File: src/rtl/csr_pkg.sv
// Shared CSR definitions: addresses, mstatus field positions, trap causes,
// the trap sequencer state type and the mstatus update rules.
package csr_pkg;

  localparam int CSR_XLEN = 32;

  localparam logic [11:0] CSR_MSTATUS   = 12'h300;
  localparam logic [11:0] CSR_MTVEC     = 12'h305;
  localparam logic [11:0] CSR_MEPC      = 12'h341;
  localparam logic [11:0] CSR_MCAUSE    = 12'h342;
  localparam logic [11:0] CSR_MVENDORID = 12'hF11;
  localparam logic [11:0] CSR_MARCHID   = 12'hF12;

  localparam int MS_MIE    = 3;
  localparam int MS_MPIE   = 7;
  localparam int MS_MPP_LO = 11;
  localparam int MS_MPP_HI = 12;

  localparam logic [CSR_XLEN-1:0] CAUSE_ECALL_M      = 32'd11;
  localparam logic [CSR_XLEN-1:0] CAUSE_ILLEGAL_INSN = 32'd2;

  typedef enum logic [2:0] {
    S_IDLE   = 3'd0,
    S_T_EPC  = 3'd1,
    S_T_CAUSE = 3'd2,
    S_T_STAT = 3'd3,
    S_T_VEC  = 3'd4,
    S_R_STAT = 3'd5,
    S_R_EPC  = 3'd6
  } state_e;

  // Trap entry: stash MIE in MPIE, disable interrupts, record M-mode as previous.
  function automatic logic [CSR_XLEN-1:0] mstatus_on_trap(input logic [CSR_XLEN-1:0] s);
    logic [CSR_XLEN-1:0] r;
    r = s;
    r[MS_MPIE] = s[MS_MIE];
    r[MS_MIE] = 1'b0;
    r[MS_MPP_HI:MS_MPP_LO] = 2'b11;
    return r;
  endfunction

  // Trap return: restore MIE from MPIE, re-arm MPIE, stay in M-mode.
  function automatic logic [CSR_XLEN-1:0] mstatus_on_mret(input logic [CSR_XLEN-1:0] s);
    logic [CSR_XLEN-1:0] r;
    r = s;
    r[MS_MIE] = s[MS_MPIE];
    r[MS_MPIE] = 1'b1;
    r[MS_MPP_HI:MS_MPP_LO] = 2'b11;
    return r;
  endfunction

endpackage

File: src/rtl/csr_trap_ctrl.sv
// Trap entry / mret sequencer owning the CSR write port and read address,
// with pass-through of EXU CSR instructions while idle.
module csr_trap_ctrl
  import csr_pkg::*;
#(
  parameter int          XLEN      = CSR_XLEN,
  parameter logic [11:0] A_MSTATUS = CSR_MSTATUS,
  parameter logic [11:0] A_MTVEC   = CSR_MTVEC,
  parameter logic [11:0] A_MEPC    = CSR_MEPC,
  parameter logic [11:0] A_MCAUSE  = CSR_MCAUSE
) (
  input  logic            clk,
  input  logic            rst,
  input  logic            req_valid,
  output logic            req_ready,
  input  logic            req_mret,
  input  logic [XLEN-1:0] req_pc,
  input  logic [XLEN-1:0] req_cause,
  input  logic            inst_we,
  input  logic [11:0]     inst_waddr,
  input  logic [XLEN-1:0] inst_wdata,
  input  logic [11:0]     inst_raddr,
  output logic            inst_ready,
  output logic            csr_we,
  output logic [11:0]     csr_waddr,
  output logic [XLEN-1:0] csr_wdata,
  output logic [11:0]     csr_raddr,
  input  logic [XLEN-1:0] csr_rdata,
  output logic            redirect_valid,
  output logic [XLEN-1:0] redirect_pc,
  output logic            busy
);

  state_e          state_q, state_d;
  logic [XLEN-1:0] pc_q, pc_d;
  logic [XLEN-1:0] cause_q, cause_d;
  logic            accept;

  // Handshakes: a request transfers when req_valid && req_ready; a CSR
  // instruction transfers when inst_ready is high. Neither side is queued,
  // so the producer holds its inputs until the transfer cycle.
  assign req_ready  = (state_q == S_IDLE);
  assign inst_ready = req_ready && !req_valid;
  assign accept     = req_valid && req_ready;
  assign busy       = (state_q != S_IDLE);

  always_comb begin
    state_d        = state_q;
    pc_d           = pc_q;
    cause_d        = cause_q;
    csr_we         = 1'b0;
    csr_waddr      = inst_waddr;
    csr_wdata      = inst_wdata;
    csr_raddr      = inst_raddr;
    redirect_valid = 1'b0;
    redirect_pc    = '0;
    case (state_q)
      S_IDLE: begin
        if (inst_ready) csr_we = inst_we;
        if (accept) begin
          pc_d    = req_pc;
          cause_d = req_cause;
          state_d = req_mret ? S_R_STAT : S_T_EPC;
        end
      end
      S_T_EPC: begin
        csr_we    = 1'b1;
        csr_waddr = A_MEPC;
        csr_wdata = {pc_q[XLEN-1:2], 2'b00};
        state_d   = S_T_CAUSE;
      end
      S_T_CAUSE: begin
        csr_we    = 1'b1;
        csr_waddr = A_MCAUSE;
        csr_wdata = cause_q;
        state_d   = S_T_STAT;
      end
      S_T_STAT: begin
        csr_raddr = A_MSTATUS;
        csr_we    = 1'b1;
        csr_waddr = A_MSTATUS;
        csr_wdata = mstatus_on_trap(csr_rdata);
        state_d   = S_T_VEC;
      end
      S_T_VEC: begin
        // Only direct mode is supported, so the mode bits are simply cleared.
        csr_raddr      = A_MTVEC;
        redirect_valid = 1'b1;
        redirect_pc    = {csr_rdata[XLEN-1:2], 2'b00};
        state_d        = S_IDLE;
      end
      S_R_STAT: begin
        csr_raddr = A_MSTATUS;
        csr_we    = 1'b1;
        csr_waddr = A_MSTATUS;
        csr_wdata = mstatus_on_mret(csr_rdata);
        state_d   = S_R_EPC;
      end
      S_R_EPC: begin
        csr_raddr      = A_MEPC;
        redirect_valid = 1'b1;
        redirect_pc    = csr_rdata;
        state_d        = S_IDLE;
      end
      default: state_d = S_IDLE;
    endcase
  end

  always_ff @(posedge clk or posedge rst) begin
    if (rst) begin
      state_q <= S_IDLE;
      pc_q    <= '0;
      cause_q <= '0;
    end else begin
      state_q <= state_d;
      pc_q    <= pc_d;
      cause_q <= cause_d;
    end
  end

endmodule

File: config.mk
export PLATFORM = sky130hd
export DESIGN_NAME = csr_trap_ctrl
export DESIGN_NICKNAME = d
export VERILOG_FILES = /design/src/rtl/csr_pkg.sv /design/src/rtl/csr_trap_ctrl.sv
export SDC_FILE = /design/constraint.sdc
export NUM_CORES = 1
export LEC_CHECK = 0
export ABC_CLOCK_PERIOD_IN_PS = 5950
export CAP_MARGIN = 20
export CORE_MARGIN = 1
export CORE_UTILIZATION = 42
export DETAILED_ROUTE_END_ITERATION = 10
export PLACE_DENSITY = 0.86
export SLEW_MARGIN = 20
export SYNTH_ARGS = -nofsm -noshare
export SYNTH_HDL_FRONTEND = slang
export SYNTH_SLANG_ARGS = --single-unit
File: constraint.sdc
create_clock -name clk -period 5.95 [get_ports clk]
set_input_delay 1.785 -clock clk [delete_from_list [all_inputs] [get_ports clk]]
set_output_delay 1.785 -clock clk [all_outputs]
set_load 0.01 [all_outputs]
== Word level (Yosys, flattened, before mapping) ==
Index checks and enable logic that the tools add are counted.
Storage, ports and cells
  register bits: 67
  latch bits: 0
  memory bits (writable): 0
  memory bits (read-only): 0
  bits of input ports: 157
  output and inout port bits: 93
  memories: 0
Operators by class
  add/subtract/negate cells: 0
  multipliers: 0
  divide/modulo/power cells: 0
  order comparisons: 0
  equality and inequality tests: 7
  shift-type cells: 0
  muxes and demuxes: 10
  bitwise logic cells: 0
  reduce and logical (&&, ||, !) cells: 9
Operator list (count)
  $pmux W32 S4: 1
  $pmux W12 S3: 2
  $pmux W32 S2: 1
  $pmux W3 S5: 1
  $eq A3 B3 Y1 const B: 3
  $eq A3 B2 Y1 const B: 2
  $mux W3: 2
  $reduce_or A2 Y1: 2
  $reduce_or A4 Y1: 1
  $eq A3 B1 Y1 const B: 1
  $logic_not A3 Y1: 1
  $reduce_bool A3 Y1: 1
  $logic_and A1 B1 Y1: 2
  $mux W1: 2
  $ne A2 B1 Y1 const B: 1
  $pmux W1 S2: 1
  $reduce_and A2 Y1: 1
  $logic_not A1 Y1: 1

== Longest topological paths before layout ==
Gate-level depths: netlist of the first run.
  depth in word-level cells: 4
  gate-level depth with buffers: 6
  depth with buffers taken out: 3

== Worst setup path before layout of the first run ==
No wires, ideal clock.
  path kind: input port to output port
  start: input req_valid
  end: output csr_we
  arrival time: 2.429 ns
  required time: 4.165 ns
  slack: 1.736 ns
  cell stages on the path: 3
  cells stage by stage: nor4_1 -> nand2_1 -> nand2_1
On the way
  word-level cells in the longest chain between the ends: 4
Ends and longest elaborated chain
  start, declared: line csr_trap_ctrl.sv:14  | input logic req_valid,
  $logic_not A1 Y1: line csr_trap_ctrl.sv:43  | assign inst_ready = req_ready && !req_valid;
  $logic_and A1 B1 Y1: line csr_trap_ctrl.sv:43
  $mux W1: line csr_trap_ctrl.sv:59  | if (inst_ready) csr_we = inst_we;
  $pmux W1 S2: line csr_trap_ctrl.sv:57  | case (state_q)
  end, declared: line csr_trap_ctrl.sv:24  | output logic csr_we,
No other way between the ends.

== Worst setup path after layout of the first run ==
  start: register state_q[2]
  end: output csr_wdata[13]
On the way
  word-level cells in the longest chain between the ends: 2
  elaborated cells between the ends (all ways): 5
Ends and longest elaborated chain
  start, declared: line csr_trap_ctrl.sv:34  | state_e state_q, state_d;
  start signal, assigned: line csr_trap_ctrl.sv:115  | state_q <= state_d;
  $eq A3 B3 Y1, or another cell as far along: line csr_trap_ctrl.sv:57
  $pmux W32 S4 (*): line csr_trap_ctrl.sv:57
  end, declared: line csr_trap_ctrl.sv:26  | output logic [XLEN-1:0] csr_wdata,
Every way passes the cells marked *; elsewhere a longest branch is shown, timed or not.

==> results of run 1 <==
power by group through the flow:
stage | clock network, mW | registers [mW] | logic (mW)
2_1_floorplan | 0 | 0.766 | 1.48
3_3_place_gp | 0 | 0.855 | 2.31
3_5_place_dp | 0 | 0.869 | 2.35
4_1_cts | 0.344 | 0.868 | 2.37
5_1_grt | 0.362 | 0.895 | 2.51
6_report | 0.338 | 0.871 | 2.36
kinds of logic (layout without fill, tap and decap cells):
| group | count (synthesis) | after routing |
|---|---|---|
| compound gates | 109 | 109 |
| mux | 89 | 89 |
| simple gates | 82 | 82 |
| flops | 65 | 65 |
| buf+inv | 49 | 278 |
| xor+xnor | 1 | 1 |
how the worst max path moves through the flow:
| stage | slack (ns) | to | cells past startpoint |
|---|---|---|---|
| finish | 0.76 | csr_wdata[13] | 6 |
| global route | 0.59 | csr_wdata[6] | 6 |
| CTS | 0.80 | csr_wdata[13] | 6 |
| detailed placement | 0.81 | csr_wdata[2] | 4 |
| global placement | 0.78 | csr_wdata[2] | 4 |
| floorplan | 1.74 | csr_we | 3 |
cell type report:
| cell class | count | share of cell area, % |
|---|---|---|
| tap | 136 | 2.41 |
| timing repair buffer | 257 | 36.2 |
| multi-input combinational | 281 | 35.6 |
| clock inverter | 3 | 0.248 |
| sequential | 65 | 23.0 |
| clock buffer | 11 | 2.14 |
| inverter | 7 | 0.371 |
cell usage in the layout (no fill, tap or decap), drive strengths merged, types with 10 or more instances in the layout:
master,synthesis,layout
and2,14,14
clkbuf,16,11
buf,26,10
a221oi,25,25
o22ai,31,31
dfrtp,65,65
mux2,63,63
o32ai,27,27
clkdlybuf4s50,0,247
mux2i,26,26
and3,32,32
nand2b,12,12
flip-flops by register name, summed over array words and instances, names as in the netlist:
name / cells
cause_q: 32
pc_q: 30
state_q: 3
routing by layer:
layer	share of wire [%]	global-route usage, %	up-vias	routed length, um
met5	0	0	-	0
met4	2.0	11.2	0	320
met3	7.4	7.17	26	1190
met2	51	52.4	216	8130
met1	40	33.5	2164	6440
li1	-	-	1995	-
per-stage QoR:
stage / instance area, um2 / power, mW / utilization (%) / hold WS (ns)
5_1_grt: 7070 / 3.77 / 68.5 / 0.519
3_5_place_dp: 6910 / 3.22 / 66.9 / 0.491
3_3_place_gp: 6910 / 3.16 / 66.9 / 0.491
6_report: 7070 / 3.57 / 68.5 / 0.512
2_1_floorplan: 4460 / 2.24 / - / 0.474
4_1_cts: 7070 / 3.58 / 68.5 / 0.513
==> results.py, run 1 <==
metrics = {
    "finish": {
        "drive_gt1_share_pct": 15.2,
        "multi_input_area_um2": 2520,
        "ff_latch_area_um2": 1630,
        "finalNetCount": 778,
        "fin_cells": 760,
        "fillers": 790,
        "num_antenna_cells": 0,
        "areaGrowthSynthToFinish_pct": 58.7,
    },
    "synth": {
        "async_flop_share_pct": 100,
        "yosys.area_share.simple_pct": 11.2,
        "synth_common_cells": "dfrtp_1 (65), mux2_4 (59), and3_1 (32)",
        "synthesis.area_um2": 4460,
        "synth_edf_count": 0,
        "syn_avg_cell_area_um2": 11.3,
        "synth-seq-cells": 65,
        "ys_seq_area_share_pct": 36.5,
        "synth-xor-area-share_pct": 0.197,
        "synthMostInstantiatedCell": "dfrtp_1",
        "netlist.top_cell.by_area": "dfrtp_1",
        "yosysWarnings": 0,
        "synth_nets": 552,
        "synth_cells": 395,
        "synth_compound_gate_area_share_pct": 18.3,
        "synth_mux_area_share_pct": 26.7,
        "synth_ff_type": "dfrtp_1",
        "synth_top_family_by_area": "multiplexers",
        "synth_fa_ha_area_share_pct": 0,
        "synth.area.top_cells": "dfrtp_1 (36%), mux2_4 (20%), mux2i_1 (5.8%)",
        "ys_types": 37,
        "yosysTopAreaCellShare_pct": 36.5,
    },
    "route": {
        "dr_total_vias": 4401,
        "viasPerCell": 5.79,
        "wirelength_um": 16100,
        "wire_per_inst_um": 21.2,
        "initialDrtViolationCount": 200,
        "antenna_left": 0,
        "first_pass_iters": 4,
        "route.detailed.drc": 0,
    },
    "timing": {
        "setup_viol": 0,
        "fmax_ghz": 0.193,
        "clock_skew_ns": 0.00940,
        "tns_ns": 0,
        "period_needed_ns": 5.19,
        "drv_slew": 0,
        "slew_headroom_pct": 46.8,
        "setup_slack_ns": 0.762,
        "rsz0062_at_grt": "false",
        "finalHoldViolations": 0,
        "tightestPinTransition_ns": 0.798,
        "period_share_pct": 87.2,
    },
    "cts": {
        "clk_latency_ns": 0.34,
        "post_cts_resized": 0,
        "path_clk_slew_ns": 0.07,
        "htree_levels": 3,
        "cts_setup_buffers": 0,
        "cts_root_buffer": "clkbuf_8",
        "clock-sinks": 65,
        "cts_tree": "built",
        "clockBufferDepth": 2,
        "numCtsBuffers": 9,
        "hold_buffers": 0,
    },
    "hold_path": {
        "hp-start": "pc_q[3]$_DFFE_PP0P_",
        "holdPathEnd": "pc_q[3]$_DFFE_PP0P_",
        "holdPathStages": 1,
        "hold_path_class": "reg2reg",
    },
    "floorplanning": {
        "io_pins": 250,
        "num_rows": 37,
        "core_um2": 10300,
        "start_util_pct": 43.2,
        "die_x_um": 105,
        "fp.dieArea_um2": 11000,
        "fp.dieH_um": 105,
    },
    "critical_path": {
        "cp_slowest_cell": "dfrtp_2",
        "cpMostUsedCell": "buf_4",
        "arrival_ns": 3.40,
        "start_kind": "flip-flop",
        "rr_endpoint": "cause_q[4]$_DFFE_PP0P_",
        "crit_start": "state_q[2]$_DFFE_PP0P_",
        "ff2ff_path_depth": 5,
        "r2r_slack_ns": 2.89,
        "critPathTopFamily": "buffers and inverters",
        "cp_data_required_time_ns": 4.16,
        "cp_max_fo": 48,
        "regToRegStartpoint": "state_q[2]$_DFFE_PP0P_",
        "cpPeakStageDelay_ns": 0.82,
        "worst-path-buf-inv": 3,
        "worstPathCellList": "buf_4 > nand2b_1 > buf_4 > o32ai_1 > a221oi_1 > clkdlybuf4s50_1",
        "worstSetupEndpointType": "output port",
        "crit_type": "reg2out",
    },
    "placement": {
        "pre_cts_ws_ns": 0.811,
        "place.port_buffers": 247,
        "place_hpwl_um": 11200,
        "dp_cells": 746,
        "gp_congestion": 0.872,
    },
    "pwr": {
        "powerDensity_nw_per_um2": 505,
        "p_sw_mw": 1.41,
        "p_clk_share_pct": 9.5,
        "seqPwrFrac_pct": 24.4,
        "power_frac_comb_pct": 66.1,
        "max-vdd-ir-drop_mv": 0.236,
        "p_int_mw": 2.16,
        "p_sw_share_pct": 39.4,
        "p_leak_nw": 2.91,
    },
    "run_status": {
        "status": "complete, no violations",
    },
    "flow_run": {
        "maxCapViolations": 0,
    },
    "global_routing": {
        "grt_pass1_wl_um": 25100,
        "grt-ovfl-total": 0,
        "antenna_found_initial": 0,
        "first_global_vias": 4733,
        "grt_start_max_net_pins": 49,
        "grt_use_total_pct": 29.3,
    },
}
No activity file was read; power rests on OpenSTA's default activity.
==> run 2: changes to the inputs <==
- CORE_UTILIZATION: 42 -> 45
- DONT_BUFFER_PORTS: not set -> 1
- PLACE_DENSITY: 0.86 -> 0.59
==> run 2 against run 1 <==
Highest routed layer unchanged; sequential share of layout area grew 12 points; maximum frequency increased by 12%; via count shrank 23%.
==> results.py, run 2 (same netlist as run 1, synthesis figures left out) <==
metrics = {
    "critical_path": {
        "crit_type": "reg2out",
        "start_kind": "flip-flop",
        "cp_data_required_time_ns": 4.16,
        "cp_max_fo": 36,
        "arrival_ns": 2.86,
        "ff2ff_path_depth": 5,
        "worstSetupEndpointType": "output port",
    },
    "finish": {
        "num_antenna_cells": 0,
        "largest_register": "cause_q",
        "fin_cells": 508,
        "areaGrowthSynthToFinish_pct": 3.54,
        "fillers": 892,
        "drive_gt1_share_pct": 25.3,
        "largest_register_ffs": 32,
        "stdcell_area_um2": 4610,
        "final_cell_mix": "dfrtp_1 (63), mux2_4 (59), and3_1 (32)",
        "largest_registers": "cause_q (32), pc_q (30), state_q (3)",
        "layout_commonest_cell": "dfrtp_1",
        "finalNetCount": 532,
    },
    "timing": {
        "tns_ns": 0,
        "clock_skew_ns": 0.00849,
        "rsz0062_at_grt": "false",
        "finalHoldViolations": 0,
        "fmax_ghz": 0.215,
        "period_share_pct": 78.1,
        "setup_viol": 0,
        "drv_slew": 0,
        "slew_headroom_pct": 41.8,
        "period_needed_ns": 4.65,
        "tightestPinTransition_ns": 0.872,
    },
    "cts": {
        "post_cts_resized": 0,
        "clock-sinks": 65,
        "hold_buffers": 0,
        "clk_latency_ns": 0.33,
        "numCtsBuffers": 9,
        "htree_levels": 3,
        "cts_setup_buffers": 0,
        "cts_root_buffer": "clkbuf_8",
        "clockBufferDepth": 2,
        "path_clk_slew_ns": 0.07,
        "cts_tree": "built",
    },
    "pwr": {
        "finalPower_mw": 2.89,
        "powerDensity_nw_per_um2": 626,
        "max-vdd-ir-drop_mv": 0.264,
        "p_leak_nw": 1.97,
    },
    "route": {
        "antenna_left": 0,
        "wirelength_um": 13300,
        "dr_total_vias": 3397,
        "wire_per_inst_um": 26.1,
        "route.detailed.drc": 0,
        "viasPerCell": 6.69,
        "initialDrtViolationCount": 154,
        "first_pass_iters": 4,
    },
    "placement": {
        "gp_congestion": 0.872,
        "placed_cell_area_um2": 4420,
        "dp_cells": 493,
        "place.port_buffers": 0,
        "place_hpwl_um": 8810,
    },
    "floorplanning": {
        "die_x_um": 102,
        "core_um2": 9420,
        "start_util_pct": 47.3,
        "fp.dieH_um": 102,
        "fp.dieArea_um2": 10300,
        "io_pins": 250,
        "num_rows": 35,
    },
    "global_routing": {
        "antenna_found_initial": 0,
        "grt_pass1_wl_um": 19500,
        "grt_start_max_net_pins": 66,
        "grt_use_total_pct": 25.1,
        "first_global_vias": 3441,
        "grt-ovfl-total": 0,
    },
    "hold_path": {
        "holdPathStages": 1,
        "hold_path_class": "reg2reg",
    },
    "run_status": {
        "status": "complete, no violations",
    },
    "flow_run": {
        "maxCapViolations": 0,
    },
}
[run 2: cell types whose count changed in the layout (fill, tap and decap cells not counted)]
cell | previous run | this run
bufinv_16 | 0 | 1
buf_4 | 9 | 11
clkbuf_1 | 0 | 1
buf_12 | 1 | 0
clkdlybuf4s50_1 | 247 | 0
clkinvlp_4 | 1 | 0
[run 2: cell type report]
cell class	count	area [um2]	share of cell area (%)
Multi-Input combinational cell	281	2520	54.6
Timing Repair Buffer	11	82.6	1.79
Tap cell	129	161	3.50
Sequential cell	65	1630	35.3
Clock buffer	12	155	3.36
Clock inverter	3	40.0	0.868
Inverter	7	26.3	0.569
[run 2: final timing paths]
check / from / to / slack (ns)
worst max-delay path: state_q[2]$_DFFE_PP0P_ / csr_wdata[5] / 1.30
worst min register to register: pc_q[5]$_DFFE_PP0P_ / pc_q[5]$_DFFE_PP0P_ / 0.51
min in group asynchronous: rst / pc_q[8]$_DFFE_PP0P_ / 1.59
max in group asynchronous: rst / state_q[1]$_DFFE_PP0P_ / 3.76
worst max register to register: state_q[0]$_DFFE_PP0P_ / cause_q[3]$_DFFE_PP0P_ / 2.78
worst min-delay path: pc_q[5]$_DFFE_PP0P_ / pc_q[5]$_DFFE_PP0P_ / 0.51
[run 2: where the power goes]
part / leakage [nW] / internal (mW) / switching [mW] / total [mW]
Sequential: 0.767 / 0.670 / 0.209 / 0.879
Clock: 0.102 / 0.213 / 0.165 / 0.378
Combinational: 1.10 / 0.741 / 0.889 / 1.63
[run 2: through the flow]
stage               hold WS, ns  setup slack [ns]  utilization (%)
floorplan                 0.474              1.74                -
global placement          0.492              1.56             46.9
detailed placement        0.492              1.56             46.9
CTS                       0.515              1.24             49.0
global route              0.530              1.12             49.0
finish                    0.513              1.30             49.0
[run 2: critical path, cell delays in order, from the launching register on]
cell and delay (ns):
dfrtp_2 0.84, nand2b_1 0.63, buf_4 0.36, o22ai_1 0.12
a221oi_1 0.55
[run 2: routing by layer]
layer  wire (um)  up-vias  share of wire [%]  GRT usage [%]
li1            -     1501                  -              -
met1        5570     1695                 42           31.4
met2        6650      187                 50           42.6
met3         925       14                7.0           7.18
met4         132        0               0.99           6.47
met5           0        -                  0              0
